===== src/rtl/debug_unit.sv =====
// rtl/debug_unit.sv - host debug controller: gates pipeline enable, dumps a 46-byte state frame to the UART TX FIFO
module debug_unit #(
  parameter logic [31:0] HALT_INSTR = 32'hFFFF_FFFF,
  parameter logic [31:0] MAX_CYCLES = 32'd1024,
  parameter logic [7:0]  CMD_STEP   = 8'h73,
  parameter logic [7:0]  CMD_RUN    = 8'h63,
  parameter logic [7:0]  CMD_PAUSE  = 8'h70,
  parameter logic [7:0]  CMD_DUMP   = 8'h64
) (
  input  logic         clock,
  input  logic         reset_n,
  input  logic [321:0] debug_signal,
  input  logic [9:0]   PC_plus_1,
  input  logic [7:0]   rx_data,
  input  logic         rx_empty,
  output logic         rd,
  output logic [7:0]   tx_data,
  input  logic         tx_full,
  output logic         wr,
  output logic         pipe_enable,
  output logic         halted
);
  localparam int         FRAME_W   = 368;
  localparam logic [5:0] LAST_BYTE = 6'd45;

  typedef enum logic [2:0] {
    S_IDLE, S_STEP, S_RUN, S_CAPTURE, S_SEND, S_HALTED
  } state_t;

  state_t             r_state;
  state_t             w_next;
  logic [31:0]        r_cycle_count;
  logic [31:0]        r_run_cnt;
  logic [FRAME_W-1:0] r_shift;
  logic [5:0]         r_byte_cnt;
  logic               r_halted;
  logic               w_halt_hit;
  logic               w_pause_hit;
  logic               w_limit_hit;
  logic               w_tx_go;

  assign w_halt_hit  = (debug_signal[321:290] == HALT_INSTR);
  assign w_pause_hit = !rx_empty && (rx_data == CMD_PAUSE);
  assign w_limit_hit = (r_run_cnt == MAX_CYCLES - 32'd1);
  assign w_tx_go     = (r_state == S_SEND) && !tx_full;
  assign tx_data     = r_shift[FRAME_W-1 -: 8];
  assign halted      = r_halted;

  always_ff @(posedge clock) begin
    if (!reset_n) r_state <= S_IDLE;
    else          r_state <= w_next;
  end

  always_comb begin
    w_next = r_state;
    case (r_state)
      S_IDLE: begin
        if (!rx_empty) begin
          if (rx_data == CMD_STEP)      w_next = S_STEP;
          else if (rx_data == CMD_RUN)  w_next = S_RUN;
          else if (rx_data == CMD_DUMP) w_next = S_CAPTURE;
        end
      end
      S_STEP:    w_next = S_CAPTURE;
      S_RUN:     if (w_halt_hit || w_limit_hit || w_pause_hit) w_next = S_CAPTURE;
      S_CAPTURE: w_next = S_SEND;
      S_SEND:    if (w_tx_go && r_byte_cnt == LAST_BYTE) w_next = r_halted ? S_HALTED : S_IDLE;
      S_HALTED:  if (!rx_empty && rx_data == CMD_DUMP) w_next = S_CAPTURE;
      default:   w_next = S_IDLE;
    endcase
  end

  // Strobes are held low while reset is asserted so no FIFO pop or pipeline step leaks through
  always_comb begin
    rd          = 1'b0;
    wr          = 1'b0;
    pipe_enable = 1'b0;
    if (reset_n) begin
      case (r_state)
        S_IDLE, S_HALTED: rd = !rx_empty;
        S_STEP:           pipe_enable = 1'b1;
        S_RUN: begin
          pipe_enable = 1'b1;
          rd          = w_pause_hit;
        end
        S_SEND:           wr = !tx_full;
        default:          ;
      endcase
    end
  end

  always_ff @(posedge clock) begin
    if (!reset_n) begin
      r_cycle_count <= '0;
      r_run_cnt     <= '0;
      r_shift       <= '0;
      r_byte_cnt    <= '0;
      r_halted      <= 1'b0;
    end else begin
      if (r_state == S_STEP || r_state == S_RUN) r_cycle_count <= r_cycle_count + 32'd1;
      // Run-length counter is only meaningful inside RUN, so any other state rearms it
      if (r_state == S_RUN) r_run_cnt <= r_run_cnt + 32'd1;
      else                  r_run_cnt <= '0;
      if (r_state == S_RUN && w_halt_hit) r_halted <= 1'b1;
      if (r_state == S_CAPTURE) begin
        r_shift    <= {r_cycle_count, 4'b0000, PC_plus_1, debug_signal};
        r_byte_cnt <= '0;
      end else if (w_tx_go) begin
        r_shift    <= {r_shift[FRAME_W-9:0], 8'h00};
        r_byte_cnt <= r_byte_cnt + 6'd1;
      end
    end
  end
endmodule


===== config.mk =====
export PLATFORM = sky130hd
export DESIGN_NAME = debug_unit
export DESIGN_NICKNAME = d
export VERILOG_FILES = /design/src/rtl/debug_unit.sv
export SDC_FILE = /design/constraint.sdc
export NUM_CORES = 1
export LEC_CHECK = 0
export ABC_AREA = 1
export CAP_MARGIN = 40
export CORE_MARGIN = 10
export CORE_UTILIZATION = 30
export DETAILED_ROUTE_END_ITERATION = 12
export PLACE_DENSITY = 0.51
export RECOVER_POWER = 100
export SKIP_CTS_REPAIR_TIMING = 1
export SLEW_MARGIN = 20
export SYNTH_ARGS = -nofsm -noshare
export SYNTH_HDL_FRONTEND = slang
export SYNTH_SLANG_ARGS = --single-unit

===== constraint.sdc =====
create_clock -name clock -period 1.9 [get_ports clock]
set_input_delay 0.38 -clock clock [delete_from_list [all_inputs] [get_ports clock]]
set_output_delay 0.38 -clock clock [all_outputs]
set_load 0.01 [all_outputs]

**After elaboration in Yosys (flattened, before gate mapping)**

Cells that the tools add are included.

- Add/subtract/negate cells: 3
- Multipliers: 0
- Divide/modulo/power cells: 0
- Order comparisons: 0
- Eq/ne operators: 17
- Shifts and indexed selects: 0
- Mux-type cells: 17
- Bitwise gates (word level): 1
- Reduce and logical (&&, ||, !) cells: 17

Operators with widths:

| cell | number |
|---|---|
| 2-to-1 mux 368 bit | 2 |
| adder 32 x 1 -> 32 bit (second input constant) | 2 |
| equality test 32 x 10 -> 1 bit (second input constant) | 1 |
| equality test 32 bit (second input constant) | 1 |
| equality test 8 x 7 -> 1 bit (second input constant) | 4 |
| 2-to-1 mux 3 bit | 8 |
| case mux 3 bit (6 select lines) | 1 |
| adder 6 x 1 -> 6 bit (second input constant) | 1 |
| equality test 3 x 2 -> 1 bit (second input constant) | 2 |
| equality test 3 bit (second input constant) | 2 |
| equality test 6 bit (second input constant) | 1 |
| inequality test 2 bit (second input constant) | 3 |
| OR reduction 2 bit | 3 |
| logical AND 1 bit | 5 |
| 2-to-1 mux 1 bit | 5 |
| AND reduction 5 bit | 1 |
| inequality test 4 bit (second input constant) | 1 |
| equality test 3 x 1 -> 1 bit (second input constant) | 1 |
| logical NOT 3 bit | 1 |
| logical OR 1 bit | 3 |
| logical NOT 1 bit | 2 |
| inequality test 2 x 1 -> 1 bit (second input constant) | 1 |
| case mux 1 bit (2 select lines) | 1 |
| AND reduction 2 bit | 1 |
| 2 further kinds | 2 |

- Register bits: 442
- Bits in latches: 0
- Bits in writable memories: 0
- ROM bits: 0
- Input bits: 344
- Logic and storage cells: 62
- Memories: 0

**Longest topological paths before layout**

Gate-level depths: netlist of the first run.

- Word-level depth: 6
- Gate-level depth with buffers: 11

**Least setup slack after synthesis of the first run**

OpenSTA, ideal clock, no wires.

- Path type: input-to-output
- Start: input port reset_n
- End: output port pipe_enable
- Data arrival time: 1.297 ns
- Slack: 0.223 ns
- Stages: 5
- Path through: buf_2 -> inv_2 -> clkbuf_1 -> clkbuf_1 -> nor2_1

- Word-level cells in the longest chain between the ends: 1

Ends and longest elaborated chain:

| item | RTL line | text |
|---|---|---|
| start: declaration | 11 | `input logic reset_n,` |
| 2-to-1 mux 1 bit | 78 | `if (reset_n) begin` |
| end: declaration | 20 | `output logic pipe_enable,` |

No other way between the ends.

**Worst setup path in the final report of the first run**

- Start: register r_state[2]
- End: output port rd

- Word-level cells in the longest chain between the ends: 4
- Elaborated cells on any way between the ends: 6
- Classes of those cells: 2 x eq/ne; 2 x mux; 2 x reduce/logical

Ends and longest elaborated chain:

| item | RTL line | text |
|---|---|---|
| start: declaration | 30 | `state_t r_state;` |
| start signal: assignment | 51 | `else r_state <= w_next;` |
| equality test 3 bit / logical NOT 3 bit (equally long branches) | 79 | `case (r_state)` |
| OR reduction 2 bit | 79 |  |
| case mux 1 bit (2 select lines) * | 79 |  |
| 2-to-1 mux 1 bit * | 78 |  |
| end: declaration | 16 | `output logic rd,` |

Mark *: on every way between the ends. The rest lies on a longest branch, timed or not.

==> key figures, run 1 <==
Routing
  • DRT iter0 DRCs: 1352
  • Routed WL per cell: 17.4 um
  • Max Used Layer: met5
  • Via density: 4.88
  • Via count: 18600
  • Metal2 WL: 31100 um
  • Final Routed Wirelength: 66500 um
  • Met3 Wirelength: around 3800 um
  • ANT nets after route: 0
  • Post-route DRC violation count: 0
  • WL met1: 30000 um
  • Drt first pass iters: 5

Yosys
  • Largest family of logic cells by synthesized area: simple AND/OR/NAND/NOR gates
  • Ys async rst share: 0
  • Yosys reg bits: 442
  • Syn_nets: 2901
  • Leading post-synthesis cells by cell area: dfxtp_1, nand2_1, a31oi_1
  • Post-synthesis cell area: 19200 sq um
  • Post-synth EDFFs: 0
  • Simple-gate area share of the yosys netlist: 0.261
  • Most frequent cell after synthesis: nand2_1
  • Average cell area after synthesis: 7.52 sq um
  • Yosys top cell area share: 0.461
  • Post-synthesis sequential area ratio: 0.461
  • Synth Area in Compound Gates: 0.199
  • Cell variety after synth: 39
  • Top FF cell, synth: dfxtp_1
  • Synth area leader: dfxtp_1
  • Gate Count Post-Synth: 2553
  • Synthesis warning total: 0
  • Synth Area in XOR/XNOR: 0.00319
  • Adder-cell share of the synthesized area: 0.00261
  • Post-synthesis mux area share: 0
  • Most frequent cells after synthesis: nand2_1, dfxtp_1, a31oi_1

Min path
  • HP Class: in -> reg

Power
  • Clk pwr share: 0.434
  • Sw power: slightly above 6 mW
  • Flop pwr share: 0.403
  • Switching Fraction: 0.262
  • Worst ir drop on vdd: 0.658 mV
  • PwrDens: 902 nW/um^2
  • Pint: 17.4 mW
  • Combinational cell fraction of total power: 0.163
  • Lkg Pwr: 8.52 nW

STA
  • Max-slew headroom: 0.511
  • Clk_skew: 0.0137 ns
  • Final Slew Violations: 0
  • Slew @ Worst Pin: 0.734 ns
  • Setup-failing EPs final: 2
  • Fin. Hold Viols: 0
  • Setup ws final: -0.0611 ns
  • Min Tclk post-route: around 2.0 ns
  • Fin crit share: 1.03
  • RSZ-0062 raised after global routing: true
  • Post-route setup TNS: -0.107 ns
  • Max Freq: 510 MHz

Global route
  • Vias in the first global route: 18500
  • GRT Overall Usage: 0.170
  • First-pass GRT wire length: 103000 um
  • GRT overflow: 0
  • Initial antenna violation count: 4
  • Largest net degree at the start of global routing: 148

Place
  • Cells after DPL: 3712
  • HPWL Detailed: 48700 um
  • Area post-placement: 24200 sq um
  • Port Buffers: 355
  • Gpl congestion: roughly 0.86

Worst setup path
  • Worst EP required: about 1.5 ns
  • Critical path class: reg -> out
  • Critical Path Max Stage Delay: 0.37 ns
  • Highest-delay cell along the critical path: dfxtp_4
  • CP Max Fanout: 5
  • Setup crit start kind: flop
  • CP Cell Sequence: inv_2 -> buf_6 -> nand3_4 -> nor2_4 -> a32o_1 -> buf_2
  • CP arrival: around 1.6 ns
  • Endpoint type of the worst setup path: primary output

Run status
  • Failing checks: negative setup slack
  • Status: complete, but fails checks

Floorplanning
  • Die area: ~75000 sq um
  • FP Rows: slightly above 90
  • Initial core utilization: 0.304
  • DIE HEIGHT: 273 um
  • I/O pins: 356
  • Core footprint: 63200 sq um
  • Die Wd: about 270 um

Clocking
  • CTS buffer count: 52
  • Longest Clk Path Bufs: 3
  • Clock root buffer: clkbuf_16
  • CTS clk-pin slew, worst paths: 0.06 ns
  • Clock latency on the worst-skew pair: 0.59 ns
  • H-tree levels: 2
  • CTS tree: done
  • TritonCTS Sinks: around 440

Job
  • # Max-Cap Violations: 0

Layout
  • Final core occ: 0.415
  • Non-filler instance count after layout: between 3000 and 4000
  • Area Overhead vs Synth: 36.5%
  • Fraction of layout cells with a size suffix above 1: 0.117
  • Nets: about 3300
  • Area of the multi-input gates: between 9000 and 10000 sq um
  • Seq. cell area: 8850 sq um
  • Final Cell Area: 26200 sq um
  • Fill cells: 6401
-- cells by family after synthesis --
| logic type | Yosys count |
|---|---|
| and+or+nand+nor | 1270 |
| adders and majority gates | 4 |
| xor gates and xnor gates | 7 |
| DFF | 442 |
| AOI/OAI and AO/OA | 555 |
| buffers and inverters | 275 |
-- power by group through the flow --
stage	clock network [mW]	logic [mW]	registers (mW)
floorplan	0	1.87	9.70
global placement	0	3.74	9.72
detailed placement	0	3.75	9.72
CTS	10.5	3.76	9.52
global route	10.9	4.16	9.54
finish	10.3	3.85	9.53
-- metrics by stage --
stage                     hold slack, ns  worst slack, ns  power (mW)
after floorplan                    0.418            0.223        11.6
after global placement             0.428           -0.493        13.5
after detailed placement           0.452           -0.454        13.5
after CTS                          0.322           -0.693        23.8
after global routing               0.349           -0.150        24.6
final                              0.366          -0.0611        23.6
-- final timing paths --
| path | from | to | slack [ns] | cells after the start |
|---|---|---|---|---|
| worst max-delay path | r_state[2]$_SDFFE_PN0P_ | rd | -0.06 | 6 |
| worst min-delay path | debug_signal[164] | r_shift[164]$_SDFFE_PN0P_ | 0.37 | 3 |
| worst max register to register | r_state[1]$_SDFFE_PN0P_ | r_shift[215]$_SDFFE_PN0P_ | 0.12 | 8 |
| worst min register to register | r_run_cnt[31]$_SDFF_PN0_ | r_run_cnt[31]$_SDFF_PN0_ | 0.46 | 2 |
-- worst max-delay path, delay by kind of cell, from the launching register on --
kind | cells | cell delay (ns)
flops | 1 | 0.37
buf+inv | 3 | 0.32
compound gates | 1 | 0.20
simple gates | 2 | 0.11
-- sequential cells by signal, summed over array words and instances (netlist names) --
| register | flops |
|---|---|
| r_cycle_count | 32 |
| r_shift | 368 |
| halted | 1 |
| r_byte_cnt | 6 |
| r_state | 3 |
| r_run_cnt | 32 |
-- area by class of cell --
cell class	count	share of cell area
multi-input combinational	1836	0.344
sequential	442	0.338
timing repair buffer	491	0.195
clock buffer	81	0.0600
tap	846	0.0404
inverter	98	0.0152
clock inverter	14	0.00740
antenna	3	0.000287
-- cells in the final DEF, fill, tap and decap left out, types with 4 or more instances in the layout --
cell type,netlist,layout
ha_1,4,4
clkbuf_16,0,55
nor2_1,104,99
nand4_1,21,21
xor2_1,7,7
nand2_1,1050,1047
a21oi_1,157,157
clkbuf_1,59,14
nor3_1,28,28
a31oi_1,260,260
inv_1,92,90
buf_4,38,92
a22oi_1,9,9
bufinv_16,0,4
o21ai_0,30,29
buf_6,19,9
a22oi_2,90,90
clkinv_2,1,4
dfxtp_1,442,439
nor2_4,1,5
inv_2,5,5
nand3_1,46,45
buf_12,0,33
clkbuf_8,0,14
clkdlybuf4s50_1,0,345
dlymetal6s2s_1,0,7
nor2_2,5,6
-- layer usage --
| layer | vias up | global-route usage |
|---|---|---|
| met5 | - | 0 |
| met4 | 2 | 0.0534 |
| met3 | 93 | 0.0350 |
| met2 | 525 | 0.274 |
| met1 | 8715 | 0.223 |
| li1 | 9276 | - |
Note: power is estimated with default switching activity, not from simulation.
==> inputs of run 2 (changes only) <==
DONT_BUFFER_PORTS = 1   (was not set)
PLACE_DENSITY = 0.44   (was 0.51)
==> run 2 against run 1 <==
  * The run ends with negative hold slack, negative setup slack left
  * Clock skew rose by 0.019 ns
  * Non-clock buffer count fell by 96
  * Critical path depth grew 1
  * Sequential power barely moved
  * Via count down 1.0%
  * Clock-buffer cell count decreased by 1
  * Die area unchanged
  * Combinational power down 9.9%
==> key figures, run 2 (same netlist as run 1, synthesis figures left out) <==
Run status
  • Status: complete, but fails checks
  • Failing checks: negative hold slack, negative setup slack

STA
  • Max Freq: 492 MHz
  • Max-slew headroom: 0.431
  • Fin crit share: 1.07
  • Post-route setup TNS: -1.83 ns
  • Clk_skew: 0.0332 ns
  • Setup-failing EPs final: 85
  • Slew @ Worst Pin: 0.850 ns
  • Min Tclk post-route: 2.03 ns
  • RSZ-0062 raised after global routing: true
  • Setup ws final: -0.132 ns
  • WHS: -0.0215 ns
  • Final Slew Violations: 0
  • Fin. Hold Viols: 14

Global route
  • Largest net degree at the start of global routing: 84
  • GRT overflow: 0
  • Vias in the first global route: 16300
  • Initial antenna violation count: 14
  • GRT Overall Usage: 0.160
  • First-pass GRT wire length: 95100 um

Worst setup path
  • Reg-to-Reg End: r_shift[254]$_SDFFE_PN0P_
  • R2R Setup Slk: -0.09 ns
  • Highest-delay cell along the critical path: dfxtp_2
  • Worst EP required: 1.52 ns
  • Register-to-Register Path Depth: 7
  • Endpoint type of the worst setup path: primary output
  • Critical path class: reg -> out
  • CP Max Fanout: 4
  • CP Cell Sequence: inv_2 -> nand2_4 -> nor2_4 -> nand2_4 -> buf_6 -> nor2_4 -> buf_6
  • Setup crit start kind: flop
  • CP arrival: 1.65 ns
  • Reg-to-reg startpoint: r_state[0]$_SDFFE_PN0P_
  • Critical Path Max Stage Delay: 0.34 ns

Layout
  • Most common cell after layout, fill and taps aside: nand2_1
  • Reg with most FFs: r_shift
  • Most frequent cells in the layout: nand2_1, dfxtp_1, dlygate4sd3_1
  • Area Overhead vs Synth: 32.2%
  • Largest register FFs: between 300 and 400
  • Non-filler instance count after layout: roughly 3700
  • Fraction of layout cells with a size suffix above 1: 0.109
  • Top flop regs: r_shift (368), r_cycle_count (32), r_run_cnt (32)
  • Nets: around 3200

Clocking
  • Clock root buffer: clkbuf_16
  • CTS tree: done
  • CTS buffer count: 53
  • TritonCTS Sinks: 442
  • CTS clk-pin slew, worst paths: roughly 0.060 ns
  • H-tree levels: 2
  • Clock latency on the worst-skew pair: about 0.6 ns
  • Longest Clk Path Bufs: 3

Floorplanning
  • Die area: 74500 sq um
  • Die Wd: 273 um
  • DIE HEIGHT: around 270 um
  • Initial core utilization: 0.304
  • Core footprint: 63200 sq um
  • FP Rows: 92
  • I/O pins: between 300 and 400

Min path
  • Hold wc startpoint: debug_signal[302]
  • Hold Path End: r_shift[302]$_SDFFE_PN0P_
  • Worst Hold Depth: 2
  • HP Class: in -> reg

Routing
  • Via count: 18400
  • Routed WL per cell: approximately 18 um
  • Drt first pass iters: 8
  • ANT nets after route: 0
  • Post-route DRC violation count: 0
  • Via density: 4.95
  • Final Routed Wirelength: 68200 um
  • DRT iter0 DRCs: 1471

Place
  • HPWL Detailed: 45700 um
  • Cells after DPL: about 3300
  • Gpl congestion: 0.870
  • Port Buffers: 0

Power
  • PwrDens: roughly 920 nW/um^2
  • Worst ir drop on vdd: roughly 0.67 mV
  • Lkg Pwr: ~8 nW

Job
  • # Max-Cap Violations: 0
-- run 2: cell types whose count changed in the layout (fill, tap and decap cells not counted), sizes merged --
cell | before | now
clkinv | 6 | 12
bufinv | 4 | 3
clkinvlp | 1 | 0
clkbuf | 83 | 90
clkdlybuf4s50 | 345 | 0
dlymetal6s2s | 7 | 0
diode | 3 | 9
buf | 137 | 82
dlygate4sd3 | 0 | 303
inv | 101 | 100
-- run 2: area by class of cell --
cell class / count / area (sq um)
Fill cell: 6425 / 37800
Multi-Input combinational cell: 1836 / 9040
Sequential cell: 442 / 8850
Timing Repair Buffer: 395 / 4210
Clock buffer: 80 / 1600
Tap cell: 846 / 1060
Inverter: 98 / 414
Clock inverter: 16 / 168
Antenna cell: 9 / 22.5
Timing Repair inverter: 1 / 8.76
-- run 2: metal layers --
| layer | track usage | routed length [um] | vias to the layer above | part of all wire |
|---|---|---|---|---|
| li1 | - | - | 9124 | - |
| met1 | 0.203 | 30500 | 8627 | 0.45 |
| met2 | 0.257 | 31700 | 552 | 0.47 |
| met3 | 0.0539 | 4540 | 104 | 0.067 |
| met4 | 0.0393 | 1400 | 10 | 0.020 |
| met5 | 0 | 47 | - | 0.00069 |
-- run 2: metrics by stage --
stage | setup WS [ns] | utilization | hold WS [ns] | cell area [sq um] | power [mW]
after floorplan | 0.223 | - | 0.418 | 19200 | 11.6
after global placement | 0.0897 | 0.317 | 0.431 | 20000 | 12.1
after detailed placement | 0.0670 | 0.317 | 0.445 | 20000 | 12.2
after CTS | -0.373 | 0.345 | -0.158 | 21800 | 22.5
after global routing | -0.194 | 0.401 | -0.00310 | 25400 | 24.2
final | -0.132 | 0.402 | -0.0215 | 25400 | 23.3
-- run 2: worst max path at each step --
stage / cells after the start / endpoint / from / slack (ns)
after floorplan: 5 / pipe_enable / reset_n / 0.22
after global placement: 8 / r_cycle_count[17]$_SDFFE_PN0P_ / r_cycle_count[12]$_SDFFE_PN0P_ / 0.09
after detailed placement: 8 / r_cycle_count[17]$_SDFFE_PN0P_ / r_cycle_count[12]$_SDFFE_PN0P_ / 0.07
after CTS: 6 / wr / r_state[2]$_SDFFE_PN0P_ / -0.37
after global routing: 7 / wr / r_state[1]$_SDFFE_PN0P_ / -0.19
final: 7 / wr / r_state[1]$_SDFFE_PN0P_ / -0.13
-- run 2: critical path: cells and delay by family, from the launching register on --
kind | cells | cell delay, ns
flip-flops | 1 | 0.34
buffers and inverters | 3 | 0.32
AND/OR/NAND/NOR | 4 | 0.36
-- run 2: where the power goes --
group | internal, mW | leakage (nW) | switching (mW)
logic | 1.45 | 3.63 | 2.02
registers | 9.42 | 3.56 | 0.106
clock network | 6.08 | 0.880 | 4.19
total | 17.0 | 8.07 | 6.32
